`src/rtl/xor_frame_distance.sv`:
```
// Counts mismatch bits over a FRAME_LEN-bit frame and holds the Hamming distance until the consumer takes it.
// Optional out_parity output is enabled by defining XOR_FRAME_PARITY_EN.
module xor_frame_distance #(
  parameter int FRAME_LEN = 16,
  parameter int CNT_W     = 5
) (
  input  logic             clk,
  input  logic             rst_n,
  input  logic             in_valid,
  input  logic             in_bit,
  output logic             in_ready,
  output logic             out_valid,
  input  logic             out_ready,
  output logic [CNT_W-1:0] out_dist,
  output logic             out_zero,
`ifdef XOR_FRAME_PARITY_EN
  output logic             out_parity,
`endif
  output logic             busy
);

  typedef enum logic [1:0] {
    IDLE  = 2'd0,
    ACCUM = 2'd1,
    HOLD  = 2'd2
  } state_t;

  localparam logic [CNT_W-1:0] LAST_IDX = CNT_W'(FRAME_LEN);

  state_t           state;
  logic [CNT_W-1:0] cnt;
  logic [CNT_W-1:0] idx;
  logic             accept_q;
  logic [CNT_W-1:0] cnt_add;
  logic [CNT_W-1:0] idx_inc;

  assign cnt_add = cnt + CNT_W'(in_bit);
  assign idx_inc = idx + CNT_W'(1);

  // Reset forces the IDLE-state ready value even before the first reset edge lands.
  assign in_ready = accept_q | ~rst_n;

  always_ff @(posedge clk) begin
    if (!rst_n) begin
      state     <= IDLE;
      cnt       <= '0;
      idx       <= '0;
      accept_q  <= 1'b1;
      busy      <= 1'b0;
      out_valid <= 1'b0;
      out_dist  <= '0;
      out_zero  <= 1'b0;
`ifdef XOR_FRAME_PARITY_EN
      out_parity <= 1'b0;
`endif
    end else begin
      case (state)
        IDLE: begin
          // FRAME_LEN >= 2, so the first bit can never complete a frame.
          if (in_valid) begin
            state <= ACCUM;
            cnt   <= CNT_W'(in_bit);
            idx   <= CNT_W'(1);
            busy  <= 1'b1;
          end
        end
        ACCUM: begin
          if (in_valid) begin
            cnt <= cnt_add;
            idx <= idx_inc;
            if (idx_inc == LAST_IDX) begin
              state     <= HOLD;
              busy      <= 1'b0;
              accept_q  <= 1'b0;
              out_valid <= 1'b1;
              out_dist  <= cnt_add;
              out_zero  <= (cnt_add == '0);
`ifdef XOR_FRAME_PARITY_EN
              out_parity <= cnt_add[0];
`endif
            end
          end
        end
        HOLD: begin
          if (out_ready) begin
            state     <= IDLE;
            cnt       <= '0;
            idx       <= '0;
            accept_q  <= 1'b1;
            out_valid <= 1'b0;
          end
        end
        default: begin
          state     <= IDLE;
          cnt       <= '0;
          idx       <= '0;
          accept_q  <= 1'b1;
          busy      <= 1'b0;
          out_valid <= 1'b0;
        end
      endcase
    end
  end

endmodule

```
`config.mk`:
```
export PLATFORM = sky130hd
export DESIGN_NAME = xor_frame_distance
export DESIGN_NICKNAME = d
export VERILOG_FILES = /design/src/rtl/xor_frame_distance.sv
export SDC_FILE = /design/constraint.sdc
export NUM_CORES = 1
export LEC_CHECK = 0
export BUFFER_PORTS_ARGS = -buffer_cell sky130_fd_sc_hd__buf_2
export CORE_MARGIN = 2
export CORE_UTILIZATION = 58
export CTS_BUF_LIST = sky130_fd_sc_hd__clkbuf_2 sky130_fd_sc_hd__clkbuf_4 sky130_fd_sc_hd__clkbuf_8
export CTS_CLUSTER_DIAMETER = 80
export DETAILED_ROUTE_END_ITERATION = 8
export PLACE_DENSITY_LB_ADDON = 0.25
export SYNTH_ARGS = -nofsm -noshare
export SYNTH_HDL_FRONTEND = slang
export SYNTH_SLANG_ARGS = --single-unit
```
`constraint.sdc`:
```
create_clock -name clk -period 2.3 [get_ports clk]
set_clock_uncertainty 0.15 [all_clocks]
set_input_delay 0.345 -clock clk [delete_from_list [all_inputs] [get_ports clk]]
set_output_delay 0.345 -clock clk [all_outputs]
set_load 0.02 [all_outputs]
```
# --- Word-level counts from Yosys, hierarchy flattened ---
# Cells that the tools add are included.
# W data, S select, Z words.
word_totals:
  input_bits: 5
  register_bits: 21
  word_cells: 50
classes:
  n_reduce_logical: 7
  addsub: 2
  n_bitwise: 4
  n_eq_ne: 7
  mux: 22
ops:
  columns: ["cell", "n"]
  rows:
  - ["$pmux W5 S3", 2]
  - ["$mux W5", 5]
  - ["$reduce_and A4 Y1", 3]
  - ["$pmux W1 S3", 3]
  - ["$mux W2", 4]
  - ["$ne A2 B2 Y1 const B", 4]
  - ["$mux W1", 7]
  - ["$pmux W2 S3", 1]
  - ["$reduce_and A3 Y1", 2]
  - ["$add A5 B1 Y5", 1]
  - ["$add A5 B1 Y5 const B", 1]
  - ["$eq A5 B5 Y1 const B", 1]
  - ["$logic_not A5 Y1", 1]
  - ["$not A1 Y1", 3]
  - ["$eq A2 B1 Y1 const B", 1]
  - ["$eq A2 B2 Y1 const B", 1]
  - ["$logic_not A2 Y1", 1]
  - ["$or A1 B1 Y1", 1]

# --- Logic depth before layout (Yosys ltp) ---
logic_depth:
  depth_word: 5
  mapped_depth: 6

# --- Worst setup path before layout ---
# OpenSTA, ideal clock, no wires.
synth_path:
  kind: "flip-flop to flip-flop"
  start: "register idx[0]"
  end: "register out_dist[2]"
  arrival_time_ps: 1715
  path_stages_with_launch: 7
  path_buffers: 1
  slack_ps: 316
  required_time_ps: 2031
  cell_sequence: "dfxtp_1 > ha_1 > and3_1 > mux2_2 > or3_1 > buf_2 > mux2i_1"
synth_between:
  elab_chain_cells: 3
synth_rtl:
  columns: ["element", "line_no", "text"]
  rows:
  - ["start, declared", "32", "logic [CNT_W-1:0] idx;"]
  - ["start signal, assigned", "70", "idx <= idx_inc;"]
  - ["$add A5 B1 Y5", "38", "assign idx_inc = idx + CNT_W'(1);"]
  - ["$eq A5 B5 Y1", "71", "if (idx_inc == LAST_IDX) begin"]
  - ["$reduce_and A3 Y1 (no source line)", null, null]
  - ["end signal, assigned", "76", "out_dist <= cnt_add;"]
  - ["end, declared", "14", "output logic [CNT_W-1:0] out_dist,"]
# Every way passes these cells.
# A chain may end at the register's enable or synchronous reset.

# --- Worst setup path after layout ---
layout_path:
  start: "register idx[1]"
  end: "register out_dist[3]"
# The elaborated chain is that of the path after synthesis.

==> results.tsv <==
stage	metric	value	unit
run_status	status	completed	
synth	ys flop type	dfxtp_1	
pwr	combinational share of power	8.9	%
drt	initial DRC count	18	
clock_tree	Bufs on Longest Clock Path	2	
synth	Yosys reg bits	21	
clock_tree	worst-skew pair later-pin latency	300	ps
finish	Fill cells	144	
drt	DR WL/cell	12.6	microns
pwr	Leakage	0.507	nW
worst_setup_path	crit end category	register	
synth	Cells after Synth	122	
worst_setup_path	slack of the worst reg-to-reg path	170	ps
synth	Async S/R FF share, synth	0	%
finish	Area Growth Syn to Fin	11.5	%
place	Post-DP HPWL	1500	microns
synth	most numerous cell in the Yosys netlist	dfxtp_1	
synth	top post-synthesis cells by area	dfxtp_1, nand2_1, mux2i_1	
drt	Vias/cell	5.39	
worst_setup_path	critical path, cell by cell	ha_1 > and3_1 > mux2_2 > or3_1 > mux2i_1	
synth	Post-Syn Nets	131	
place	Placed Area	0.00115	sq mm
clock_tree	postcts setup bufs	0	
synth	synth unique cells	34	
clock_tree	CTS buffer count	3	
pwr	Clock Power Share	29.6	%
hold_path	Hold Crit Class	in2reg	
finish	nets@finish	146	
pwr	Switch Pwr	0.157	mW
timing	Max-slew headroom	53.5	%
finish	Antenna Cells	0	
clock_tree	Reg clk slew, reported paths	120	ps
synth	share of the synthesized area in the top cell type	39.8	%
timing	RSZ-0062 raised after global routing	no	
die	die area	0.00218	sq mm
finish	share of cells above drive strength 1	18.4	%
clock_tree	CTS tree	built	
timing	setup TNS	0	ps
global_routing	GRT Util Overall	22.5	%
drt	vias	868	
clock_tree	cts hold-fix bufs	0	
synth	warnings from Yosys	0	
timing	endpoints failing setup	0	
timing	fmax	470	MHz
pwr	sequential group share of total power	61.6	%
pwr	total power	0.615	mW
worst_setup_path	CP max stage cell	dfxtp_1	
die	FP Rows	15	
pwr	maximum vdd drop	362	uV
die	area of the core	0.00173	sq mm
pwr	internal power	0.458	mW
worst_setup_path	Critical Path RT	2350	ps
clock_tree	clk root buf	clkbuf_4	
place	IO Port Bufs	13	
die	die extent in x	46.7	microns
finish	non-filler cells, final	161	
worst_setup_path	Largest stage delay, worst path	430	ps
global_routing	initial antenna violation count	0	
global_routing	largest net degree at the start of global routing	17	
drt	first-pass detailed-route iteration total	4	
timing	Pins Over Slew Limit	0	
timing	worst slew pin tran	691	ps
worst_setup_path	Max FO, Critical Path	6	
worst_setup_path	Crit Path Category	reg2reg	
clock_tree	# resized after CTS	0	
die	IO Pins	14	
finish	Final Cell Area	0.00118	sq mm
synth	Seq/Total Area, Yosys	39.8	%
die	Initial Util	61.2	%
drt	Post-Route WL	2020	microns
clock_tree	CTS H-tree depth	1	
pwr	pwr/cell area	522	mW/mm^2
timing	Final Hold Fails	0	
pwr	switch share	25.5	%
synth	number of synthesized flops with an enable pin	0	
timing	hold slack	189	ps
synth	Synth Cell Area	0.00106	sq mm
place	RD Place Congestion	0.809	
die	DIE HEIGHT	46.7	microns
timing	Period minus WS final	2130	ps
worst_setup_path	startpoint types	register	
global_routing	first-pass GRT wire length	3480	microns
drt	drt drc	0	
drt	Routed Antenna Nets	0	
synth	leading area contributor after synthesis	dfxtp_1	
worst_setup_path	CP arrival	2180	ps
global_routing	final global-route overflow total	0	
synth	Post-synth top cells	dfxtp_1, nand2_1, nor2_1, o21ai_0	
place	Post-Place Cells	157	
timing	fin crit share	92.5	%
run	max-cap violations	0	
clock_tree	Sink Count	21	
synth	syn_area_per_cell	8.67	sq um
global_routing	vias in the first global route	772	
-- cell usage in the layout, fill, tap and decap left out, drive strengths merged, types with 2 or more instances in the layout --
cell    count
dfxtp      21
o21ai       7
mux2i       6
mux2        2
nand3       3
ha          4
clkbuf      3
nand2b      2
inv         3
nor3        2
buf        17
o211ai      2
nor2b       6
a21oi       4
xnor2       2
a22oi       4
nor2        7
or3         2
nand3b      5
a21boi      6
nand2      17
-- per-layer routing --
metal / GRT usage (%) / routed length, microns / share of wire, %
met5: 0 / 0 / 0
met4: 6.67 / 14 / 0.69
met3: 3.53 / 76 / 3.8
met2: 34.2 / 943 / 47
met1: 32.7 / 989 / 49
-- stage by stage --
step	setup WS (ps)	util [%]
6_report	174	68.3
4_1_cts	152	68.2
3_5_place_dp	179	66.6
2_1_floorplan	316	-
5_1_grt	33.0	68.3
3_3_place_gp	267	66.6
-- power groups by stage --
stage	clock network, mW	logic, mW	registers (mW)
detailed placement	0	0.0541	0.387
finish	0.182	0.0545	0.379
global placement	0	0.0532	0.386
global route	0.196	0.0618	0.380
floorplan	0	0.0391	0.386
CTS	0.185	0.0545	0.378
-- path summary, 6_finish.rpt --
check,start,endpoint,cells after the start
max reg2reg,idx[1],out_dist[3],5
max,idx[1],out_dist[3],5
min reg2reg,out_dist[0],out_dist[0],2
min,out_ready,state[1],3
-- kinds of logic after synthesis --
logic type	count (synthesis)	share of synthesized area [%]
adder cells (fa/ha/maj)	4	4.73
AND/OR/NAND/NOR	50	24.7
AO/OA/AOI/OAI	26	16.2
multiplexers	8	7.81
XOR/XNOR	3	2.49
flip-flops	21	39.8
buffers and inverters	10	4.26
-- flip-flops by register name, summed over array words and instances (netlist names) --
| signal | count |
|---|---|
| idx | 5 |
| out_dist | 5 |
| out_zero | 1 |
| accept_q | 1 |
| out_valid | 1 |
| state | 2 |
| cnt | 5 |
| busy | 1 |
-- area by class of cell --
class	instances	area, sq um	area share (%)
clock buffers	3	22.5	1.91
clock inverters	1	5.00	0.425
inverters	3	11.3	0.955
multi-input cells	91	592	50.2
flip-flops and latches	21	422	35.8
well taps	25	31.3	2.65
repair buffers	17	95.1	8.07
-- critical path: cells and delay by family, from the launching register on --
family | cells | cell delay [ps]
flip-flops | 1 | 430
AND/OR/NAND/NOR | 2 | 650
multiplexers | 2 | 540
adder cells (fa/ha/maj) | 1 | 250
Note: power is estimated with default switching activity, not from simulation.
